<file path="config.mk">
export PLATFORM = sky130hd
export DESIGN_NAME = mem_stage
export DESIGN_NICKNAME = d
export VERILOG_FILES = /design/src/rtl/mem_stage_pkg.sv /design/src/rtl/mem_stage_mem_wb_reg.sv /design/src/rtl/mem_stage.sv
export SDC_FILE = /design/constraint.sdc
export NUM_CORES = 1
export LEC_CHECK = 0
export ABC_CLOCK_PERIOD_IN_PS = 3200
export CAP_MARGIN = 20
export CORE_UTILIZATION = 55
export CTS_CLUSTER_SIZE = 16
export DETAILED_ROUTE_END_ITERATION = 8
export DONT_BUFFER_PORTS = 1
export HOLD_SLACK_MARGIN = 0.05
export PLACE_DENSITY_LB_ADDON = 0.3
export RECOVER_POWER = 50
export REMOVE_ABC_BUFFERS = 1
export SLEW_MARGIN = 5
export SYNTH_ARGS = -nofsm -noshare
export SYNTH_HDL_FRONTEND = slang
export SYNTH_HIERARCHICAL = 1
export SYNTH_SLANG_ARGS = --single-unit
export TNS_END_PERCENT = 20
</file>
<file path="constraint.sdc">
create_clock -name clk -period 3.2 [get_ports clk]
set_clock_uncertainty 0.05 [all_clocks]
set_input_delay 0.64 -clock clk [delete_from_list [all_inputs] [get_ports clk]]
set_output_delay 0.64 -clock clk [all_outputs]
set_load 0.01 [all_outputs]
</file>
<file path="src/rtl/mem_stage_pkg.sv">
// Shared CPU package: widths and the MEM
// stage FSM encoding.
package mem_stage_pkg;

  localparam int DATA_W = 10;
  localparam int REG_W  = 3;

  typedef enum logic [1:0] {
    IDLE   = 2'd0,
    ACCESS = 2'd1,
    DONE   = 2'd2
  } state_e;

endpackage

</file>
<file path="src/rtl/mem_stage_mem_wb_reg.sv">
// MEM/WB pipeline register with load
// enable and bubble insert.
module mem_wb_reg
  import mem_stage_pkg::*;
#(
  parameter int W = DATA_W
) (
  input  logic             clk,
  input  logic             reset,
  input  logic             load,
  input  logic             bubble,
  input  logic [W-1:0]     data,
  input  logic [REG_W-1:0] sel,
  input  logic             en,
  output logic [W-1:0]     wb_data,
  output logic [REG_W-1:0] wb_sel,
  output logic             wb_en
);

  // load a new writeback, or kill only the
  // enable so the other fields hold
  always_ff @(negedge clk or negedge reset) begin
    if (!reset) begin
      wb_data <= '0;
      wb_sel  <= '0;
      wb_en   <= 1'b0;
    end else if (load) begin
      wb_data <= data;
      wb_sel  <= sel;
      wb_en   <= en;
    end else if (bubble) begin
      wb_en   <= 1'b0;
    end
  end

endmodule

</file>
<file path="src/rtl/mem_stage.sv">
// Memory-access stage: req/ack memory port,
// stall generation and MEM/WB register.
module mem_stage
  import mem_stage_pkg::*;
#(
  parameter int DATA_W  = mem_stage_pkg::DATA_W,
  parameter int TIMEOUT = 15,
  parameter int CNT_W   = 16
) (
  input  logic              clk,
  input  logic              reset,
  input  logic [DATA_W-1:0] ALU_result_in,
  input  logic [DATA_W-1:0] rt_in,
  input  logic [REG_W-1:0]  reg_writesel_in,
  input  logic              reg_write_en_in,
  input  logic              RAM_writeEnable_in,
  input  logic              MemtoReg_in,
  output logic              mem_req,
  output logic              mem_we,
  output logic [DATA_W-1:0] mem_addr,
  output logic [DATA_W-1:0] mem_wdata,
  input  logic              mem_ack,
  input  logic [DATA_W-1:0] mem_rdata,
  output logic              cache_Ready,
  output logic [DATA_W-1:0] wb_data_out,
  output logic [REG_W-1:0]  reg_writesel_out,
  output logic              reg_write_en_out,
  output logic              mem_error,
  output logic [CNT_W-1:0]  stall_count
);

  localparam int TW = $clog2(TIMEOUT + 1);

  state_e state;
  state_e state_nxt;

  logic [TW-1:0]     tcnt;
  logic [DATA_W-1:0] lbuf;
  logic [DATA_W-1:0] wb_sel_data;
  logic mem_op;
  logic tmo;
  logic got_ack;
  logic abort;
  logic start;
  logic wb_load;
  logic wb_bubble;

  assign mem_op  = MemtoReg_in | RAM_writeEnable_in;
  assign tmo     = (tcnt == TW'(TIMEOUT - 1));
  assign got_ack = (state == ACCESS) & mem_ack;
  assign abort   = (state == ACCESS) & ~mem_ack & tmo;

  // state register
  always_ff @(negedge clk or negedge reset) begin
    if (!reset) state <= IDLE;
    else        state <= state_nxt;
  end

  // next-state: ack beats timeout
  always_comb begin
    state_nxt = state;
    unique case (state)
      IDLE:    if (mem_op) state_nxt = ACCESS;
      ACCESS:  if (mem_ack || tmo) state_nxt = DONE;
      DONE:    state_nxt = IDLE;
      default: state_nxt = IDLE;
    endcase
  end

  // stall and MEM/WB control per state
  always_comb begin
    cache_Ready = 1'b1;
    wb_load     = 1'b0;
    wb_bubble   = 1'b0;
    start       = 1'b0;
    unique case (state)
      IDLE: begin
        if (mem_op) begin
          cache_Ready = 1'b0;
          wb_bubble   = 1'b1;
          start       = 1'b1;
        end else begin
          wb_load = 1'b1;
        end
      end
      ACCESS: begin
        cache_Ready = 1'b0;
        wb_bubble   = 1'b1;
      end
      DONE:    wb_load = 1'b1;
      default: ;
    endcase
  end

  // only a pure load returns memory data
  assign wb_sel_data =
    (state == DONE && MemtoReg_in &&
     !RAM_writeEnable_in) ? lbuf : ALU_result_in;

  // memory port: launch once, hold until
  // ack or abort
  always_ff @(negedge clk or negedge reset) begin
    if (!reset) begin
      mem_req   <= 1'b0;
      mem_we    <= 1'b0;
      mem_addr  <= '0;
      mem_wdata <= '0;
    end else if (start) begin
      mem_req   <= 1'b1;
      mem_we    <= RAM_writeEnable_in;
      mem_addr  <= ALU_result_in;
      mem_wdata <= rt_in;
    end else if (got_ack || abort) begin
      mem_req   <= 1'b0;
    end
  end

  // cycles spent waiting for the ack
  always_ff @(negedge clk or negedge reset) begin
    if (!reset)               tcnt <= '0;
    else if (start)           tcnt <= '0;
    else if (state == ACCESS) tcnt <= tcnt + TW'(1);
  end

  // load buffer; an aborted access reads 0
  always_ff @(negedge clk or negedge reset) begin
    if (!reset)                  lbuf <= '0;
    else if (got_ack && !mem_we) lbuf <= mem_rdata;
    else if (abort)              lbuf <= '0;
  end

  // sticky timeout flag
  always_ff @(negedge clk or negedge reset) begin
    if (!reset)     mem_error <= 1'b0;
    else if (abort) mem_error <= 1'b1;
  end

  // saturating stall-cycle counter
  always_ff @(negedge clk or negedge reset) begin
    if (!reset)
      stall_count <= '0;
    else if (!cache_Ready && stall_count != '1)
      stall_count <= stall_count + CNT_W'(1);
  end

  mem_wb_reg #(.W(DATA_W)) u_mem_wb (
    .clk     (clk),
    .reset   (reset),
    .load    (wb_load),
    .bubble  (wb_bubble),
    .data    (wb_sel_data),
    .sel     (reg_writesel_in),
    .en      (reg_write_en_in),
    .wb_data (wb_data_out),
    .wb_sel  (reg_writesel_out),
    .wb_en   (reg_write_en_out)
  );

endmodule

</file>
======== Yosys cells after proc, flatten, opt, wreduce, memory -nomap -nowiden ========
Cells that the tools add are included.
storage, ports and cells
  output and inout bits ................... 54
  word-level logic and storage cells ...... 58
  input port bits ......................... 39
  register bits after elaboration ......... 69
operators by class
  bitwise operators ....................... 5
  eq/ne operators ......................... 6
  mux-type cells .......................... 18
  add/subtract/negate cells ............... 2
  reductions and logical operators ........ 15
operators by type and width
  operator                                                          count
  10-bit two-way mux                                                3
  16-bit by 1-bit adder with 16-bit output (second input constant)  1
  16-bit != test (second input constant)                            1
  4-bit two-way mux                                                 2
  2-bit nonzero test                                                4
  1-bit two-way mux                                                 7
  1-bit case mux with 2 select lines                                3
  4-bit by 1-bit adder with 4-bit output (second input constant)    1
  4-bit == test (second input constant)                             1
  1-bit logical AND                                                 4
  2-bit two-way mux                                                 2
  2-bit case mux with 2 select lines                                1
  1-bit bitwise AND                                                 3
  1-bit logical NOT                                                 3
  2-bit by 1-bit == test with 1-bit output (second input constant)  1
  2-bit == test (second input constant)                             1
  2-bit logical NOT                                                 1
  1-bit logical OR                                                  2
  2-bit by 1-bit != test with 1-bit output (second input constant)  1
  2-bit != test (second input constant)                             1
  2-bit AND reduction                                               1
  1-bit inverter                                                    1
  1-bit bitwise OR                                                  1

======== Depth between registers and ports, before layout ========
Gate-level depths: netlist of the first run.
  depth after elaboration ................. 6
  depth in mapped cells ................... 7

======== Modules after synthesis ========
Netlist of the first run, hierarchy kept.
modules (own cells, without submodules)
  module      times used  cells each  area each (µm²)
  mem_stage   1           193         2458.6
  mem_wb_reg  1           31          571.8

==> results of run 1 <==
power by group through the flow:
stage / clock network [mW] / registers (mW) / logic (mW)
after floorplan: 0 / 1.62 / 0.666
after global placement: 0 / 1.68 / 0.873
after detailed placement: 0 / 1.69 / 0.915
after CTS: 0.861 / 1.69 / 0.929
after global routing: 0.896 / 1.73 / 0.976
final: 0.843 / 1.68 / 0.888
state kept, by name (all words and copies together), names as in the netlist:
register / count
mem_req: 1
mem_error: 1
u_mem_wb/wb_data: 10
u_mem_wb/wb_sel: 3
mem_wdata: 10
mem_we: 1
u_mem_wb/wb_en: 1
tcnt: 4
lbuf: 10
stall_count: 16
state: 2
mem_addr: 10
metrics by stage:
step | TNS, ns | util [%] | instance area, sq um
2_1_floorplan | -37.46 | - | 2972
3_3_place_gp | -5.174 | 61.42 | 3197
4_1_cts | -0.3032 | 66.44 | 3458
6_report | -0.2981 | 66.01 | 3436
5_1_grt | -0.8693 | 66.01 | 3436
3_5_place_dp | -5.676 | 61.42 | 3197
final timing paths:
| path | startpoint | end | cells after the start | slack (ns) |
|---|---|---|---|---|
| worst max-delay path | state[0] | cache_Ready | 3 | -0.30 |
| worst min-delay path | lbuf[7] | lbuf[7] | 1 | 0.40 |
| worst max register to register | stall_count[0] | stall_count[1] | 6 | 0.96 |
| worst min register to register | lbuf[7] | lbuf[7] | 1 | 0.40 |
| max in group asynchronous | reset | stall_count[3] | 0 | 1.50 |
| min in group asynchronous | reset | u_mem_wb/wb_data[6] | 0 | 1.44 |
critical path, cell delays in order, from the launching register on:
cell and delay [ns]:
dfrtn_1 0.47, nor3_4 0.05, or2_4 0.23, buf_6 0.13
cell type report:
type | instances | area share, %
multi-input cells | 144 | 36.53
repair buffers | 15 | 3.460
clock inverters | 6 | 3.277
clock buffers | 9 | 3.605
flip-flops and latches | 69 | 50.25
well taps | 70 | 2.549
inverters | 3 | 0.3277
repair_timing:
action	CTS	global route
setup endpoints to repair	1	5
pin swaps	1	0
gates resized for setup	4	0
buffers inserted	1	0
Yosys cell counts, drive strengths merged, types with 2 or more instances:
cell / number
a22o: 12
nand2: 6
o21ai: 5
nor3: 4
nor3b: 2
xor2: 2
clkbuf: 2
and2: 3
xnor2: 12
and3: 5
a21o: 2
buf: 6
ha: 3
nand2b: 3
nand3: 11
nor2: 9
inv: 3
mux2: 46
dfrtn: 69
nand4: 9
nor4: 2
kinds of logic (layout without fill, tap and decap cells):
kind of cell,Yosys count,after routing
simple gates,59,59
buf+inv,11,33
flops,69,69
compound gates,21,21
xor+xnor,14,14
fa+ha+maj,3,3
mux,47,47
metal layers:
layer | global-route usage [%] | vias up | routed length [um]
met5 | 0 | - | 0
met4 | 8.654 | 0 | 91
met3 | 9.102 | 9 | 427
met2 | 33.69 | 65 | 2766
met1 | 29.40 | 924 | 2581
li1 | - | 842 | -
==> flow_metrics.py, run 1 <==
metrics = {
    "detailed_routing": {
        "num_vias": 1840,
        "drtIter0Drc": 90,
        "post_drt_via_cell_ratio": 5.823,
        "wirelength_um": 5867,
        "drc": 0,
        "drt_pass1_iterations": 4,
        "ant_nets": 0,
        "avgRoutedWirePerCell_um": 18.57,
    },
    "sta": {
        "rsz0062_at_grt": "yes",
        "hold_violations": 0,
        "slew_viol_final": 0,
        "tightest_slew_ns": 0.7058,
        "fin_ws_ns": -0.2981,
        "slew_headroom_pct": 52.74,
        "setup_viol": 1,
        "fin_hold_ws_ns": 0.3977,
    },
    "pwr": {
        "switching_share_pct": 32.32,
        "total_power_mw": 3.415,
        "power_frac_comb_pct": 26.0,
        "p_leak_nw": 1.520,
        "power_density_mw_per_mm2": 993.9,
        "clkPwrFrac_pct": 24.7,
        "p_seq_share_pct": 49.3,
        "power.net_switching_mw": 1.104,
        "ir_drop_v": 0.0006108,
        "p_int_mw": 2.311,
    },
    "yosys": {
        "yosysUniqueCellTypes": 39,
        "synthXorXnorAreaFrac_pct": 4.046,
        "synth_top_family_by_area": "multiplexers",
        "synth-simple-area-share_pct": 11.52,
        "synth_seq_area_share_pct": 56.98,
        "ys_seq_elements": 69,
        "ys.flop_type": "dfrtn_1",
        "synthArstFlopShare_pct": 100.0,
        "synth_area_sq_mm": 0.003030,
        "ys_warn_count": 6,
        "synthMuxAreaShare_pct": 18.54,
        "synthAdderAreaFrac_pct": 1.239,
        "synth-edff-count": 0,
        "synth_top_area_share_pct": 56.98,
        "syn_avg_cell_area_sq_um": 13.53,
        "syn_inst": 224,
        "synth_area_leaders": "dfrtn_1, mux2_2, mux2_4",
        "synth_top_area_cell": "dfrtn_1",
        "synth-compound-area-share_pct": 5.367,
    },
    "cts": {
        "clk_latency_ns": 0.33,
        "cts_max_level": 3,
        "clock_sinks": 69,
        "numCtsBuffers": 9,
        "path_clk_slew_ns": 0.05,
        "ctsHoldBuffers": 0,
        "clk_root_buffer_cell": "clkbuf_8",
        "cts_max_path_buffers": 2,
        "cts_tree": "built",
    },
    "place": {
        "port_buffers": 0,
        "pre_cts_ws_ns": -0.2625,
        "numPlacedInstances": 300,
        "globalplace.congestion": 0.7882,
        "hpwl_um": 3925,
    },
    "cells_and_area": {
        "area_delta_synth_final_pct": 13.38,
        "diodes": 0,
        "nets": 284,
        "n_fill_cell": 401,
        "drive_gt1_share_pct": 35.37,
        "seq_area_sq_mm": 0.001727,
        "final_common_cell": "dfrtn_1",
        "final_cell_mix": "dfrtn_1, mux2_2, xnor2_1",
        "multi_input_area_sq_mm": 0.001255,
        "final_cells": 316,
    },
    "setup_path": {
        "start_kind": "register",
        "crit_required_ns": 2.51,
        "endpoint_kind": "primary output",
        "cp_max_fo": 4,
        "arrival_ns": 2.81,
        "criticalPathCategory": "register to primary output",
    },
    "grt": {
        "grt_usage_pct": 22.53,
        "grt_remaining_overflow": 0,
        "grt_pass1_vias": 1997,
        "grt_pass1_wl_um": 9929,
        "grt_max_degree": 70,
        "antenna_found_initial": 0,
    },
    "status": {
        "outcome": "finished with violations",
        "violations": "negative setup slack",
    },
    "floorplan": {
        "design.die.area_sq_mm": 0.005811,
        "dieHeight_um": 76.23,
        "core-area_sq_mm": 0.005205,
        "die_x_um": 76.23,
        "initial_core_util_pct": 58.22,
        "std_cell_rows": 26,
        "io_pins": 93,
    },
    "run": {
        "drv_cap": 0,
    },
    "worst_hold_path": {
        "hp-class": "register to register",
    },
}
(Power assumes the default switching activity.)
==> inputs of run 2 (changes only) <==
==> constraint.sdc (replaced) <==
create_clock -name clk -period 3.2 [get_ports clk]
set_clock_uncertainty 0.05 [all_clocks]
set_input_delay 0.48 -clock clk [delete_from_list [all_inputs] [get_ports clk]]
set_output_delay 0.48 -clock clk [all_outputs]
set_load 0.01 [all_outputs]
==> run 2 against run 1 <==
Compared with the run above: the flow still finishes with violations (negative setup slack); worst setup slack improved by 0.20 ns; first-iteration DRC count is 48% higher; final cell count stayed put; routed wire length fell by 0.34%; final area fell by 0.62%; flip-flop and latch count is the same; clock-buffer cell count is 2 higher.
==> flow_metrics.py, run 2 (synthesized netlist as in run 1, its figures left out) <==
metrics = {
    "pwr": {
        "p_int_mw": 2.253,
        "clkPwrFrac_pct": 23.6,
        "ir_drop_v": 0.0005468,
        "p_seq_share_pct": 50.4,
        "power_density_mw_per_mm2": 980.9,
        "power.net_switching_mw": 1.096,
        "switching_share_pct": 32.72,
        "total_power_mw": 3.349,
        "power_frac_comb_pct": 26.0,
        "p_leak_nw": 1.503,
    },
    "cts": {
        "cts_max_level": 3,
        "clk_root_buffer_cell": "clkbuf_8",
        "numCtsBuffers": 9,
        "clock_sinks": 69,
        "cts_tree": "built",
        "path_clk_slew_ns": 0.05,
        "cts_max_path_buffers": 2,
        "clk_latency_ns": 0.32,
    },
    "worst_hold_path": {
        "whs_path_depth": 1,
        "hp-class": "register to register",
        "whs_endpoint": "lbuf[1]",
        "hp-start": "lbuf[1]",
    },
    "detailed_routing": {
        "num_vias": 1817,
        "drtIter0Drc": 133,
        "avgRoutedWirePerCell_um": 18.50,
        "drt_pass1_iterations": 4,
        "ant_nets": 0,
        "wirelength_um": 5847,
        "post_drt_via_cell_ratio": 5.750,
        "drc": 0,
    },
    "sta": {
        "setup_viol": 1,
        "fin_hold_ws_ns": 0.3948,
        "fin_ws_ns": -0.09735,
        "hold_violations": 0,
        "slew_viol_final": 0,
        "rsz0062_at_grt": "yes",
        "slew_headroom_pct": 52.89,
        "tightest_slew_ns": 0.7036,
    },
    "setup_path": {
        "arrival_ns": 2.77,
        "critical-path-max-stage-delay_ns": 0.43,
        "r2r_setup_slack_ns": 0.98,
        "cp_num_buf_inv": 1,
        "cp_slowest_cell": "dfrtn_1",
        "criticalPathCategory": "register to primary output",
        "r2r_end": "stall_count[1]",
        "endpoint_kind": "primary output",
        "r2r_cells": 5,
        "start_kind": "register",
        "path_cells": "nor3_2 -> or2_4 -> buf_6",
        "r2r-start": "stall_count[0]",
        "cp_max_fo": 4,
        "crit_cells": 3,
        "crit_family": "flip-flops",
        "crit_required_ns": 2.67,
    },
    "cells_and_area": {
        "regMostFlops": "stall_count",
        "multi_input_area_sq_mm": 0.001249,
        "largest_reg_flops": 16,
        "area_delta_synth_final_pct": 12.68,
        "final_cell_mix": "dfrtn_1, mux2_2, xnor2_1",
        "nets": 283,
        "seq_area_sq_mm": 0.001727,
        "diodes": 0,
        "final_common_cell": "dfrtn_1",
        "n_fill_cell": 399,
        "drive_gt1_share_pct": 35.37,
    },
    "grt": {
        "grt_pass1_wl_um": 9701,
        "grt_pass1_vias": 1916,
        "grt_usage_pct": 21.76,
        "grt_remaining_overflow": 0,
        "antenna_found_initial": 0,
        "grt_max_degree": 70,
    },
    "place": {
        "hpwl_um": 4029,
        "port_buffers": 0,
        "globalplace.congestion": 0.7562,
    },
    "floorplan": {
        "io_pins": 93,
        "design.die.area_sq_mm": 0.005811,
        "core-area_sq_mm": 0.005205,
        "initial_core_util_pct": 58.22,
        "std_cell_rows": 26,
        "die_x_um": 76.23,
        "dieHeight_um": 76.23,
    },
    "run": {
        "drv_cap": 0,
    },
    "status": {
        "outcome": "finished with violations",
        "violations": "negative setup slack",
    },
}
## run 2: final cells by class
class	instances	area share (%)
Clock inverter	5	2.455
Sequential cell	69	50.57
Tap cell	70	2.565
Inverter	3	0.3298
Clock buffer	11	4.141
Multi-Input combinational cell	144	36.57
Timing Repair Buffer	14	3.371
## run 2: metal layers
metal	global-route usage [%]	share of wire [%]	routed length, um	vias up
met5	0	0	0	-
met4	9.231	1.6	95	0
met3	6.946	6.6	385	8
met2	32.52	46	2715	66
met1	29.26	45	2650	904
li1	-	-	-	839
## run 2: what timing repair did
item / 4_1_cts / 5_1_grt
gates resized for setup: 3 / 0
endpoints found under the setup margin: 1 / 1
cloned: 0 / 0
setup buffers: 1 / 1
hold buffers: 0 / 0
pin swaps: 1 / 0
## run 2: worst max-delay path by stage
stage	start	end	slack (ns)
after global routing	state[0]	cache_Ready	-0.14
after CTS	state[0]	cache_Ready	-0.11
after global placement	RAM_writeEnable_in	stall_count[14]	-0.08
after detailed placement	RAM_writeEnable_in	stall_count[14]	-0.1
after floorplan	RAM_writeEnable_in	mem_addr[0]	-1.08
final	state[0]	cache_Ready	-0.1
## run 2: power by group through the flow
stage / sequential (mW) / combinational [mW] / clock, mW
2_1_floorplan: 1.62 / 0.666 / 0
3_5_place_dp: 1.70 / 0.885 / 0
4_1_cts: 1.69 / 0.894 / 0.808
3_3_place_gp: 1.69 / 0.844 / 0
5_1_grt: 1.74 / 0.957 / 0.838
6_report: 1.69 / 0.870 / 0.791
## run 2: per-stage QoR
step / cell area, sq um / util, % / TNS [ns] / instances / setup slack (ns)
after floorplan: 2972 / - / -30.15 / 216 / -1.080
after global placement: 3182 / 61.13 / -0.8276 / 298 / -0.08078
after detailed placement: 3182 / 61.13 / -1.034 / 298 / -0.09790
after CTS: 3426 / 65.82 / -0.1117 / 315 / -0.1117
after global routing: 3415 / 65.60 / -0.1370 / 316 / -0.1370
final: 3415 / 65.60 / -0.09735 / 316 / -0.09735
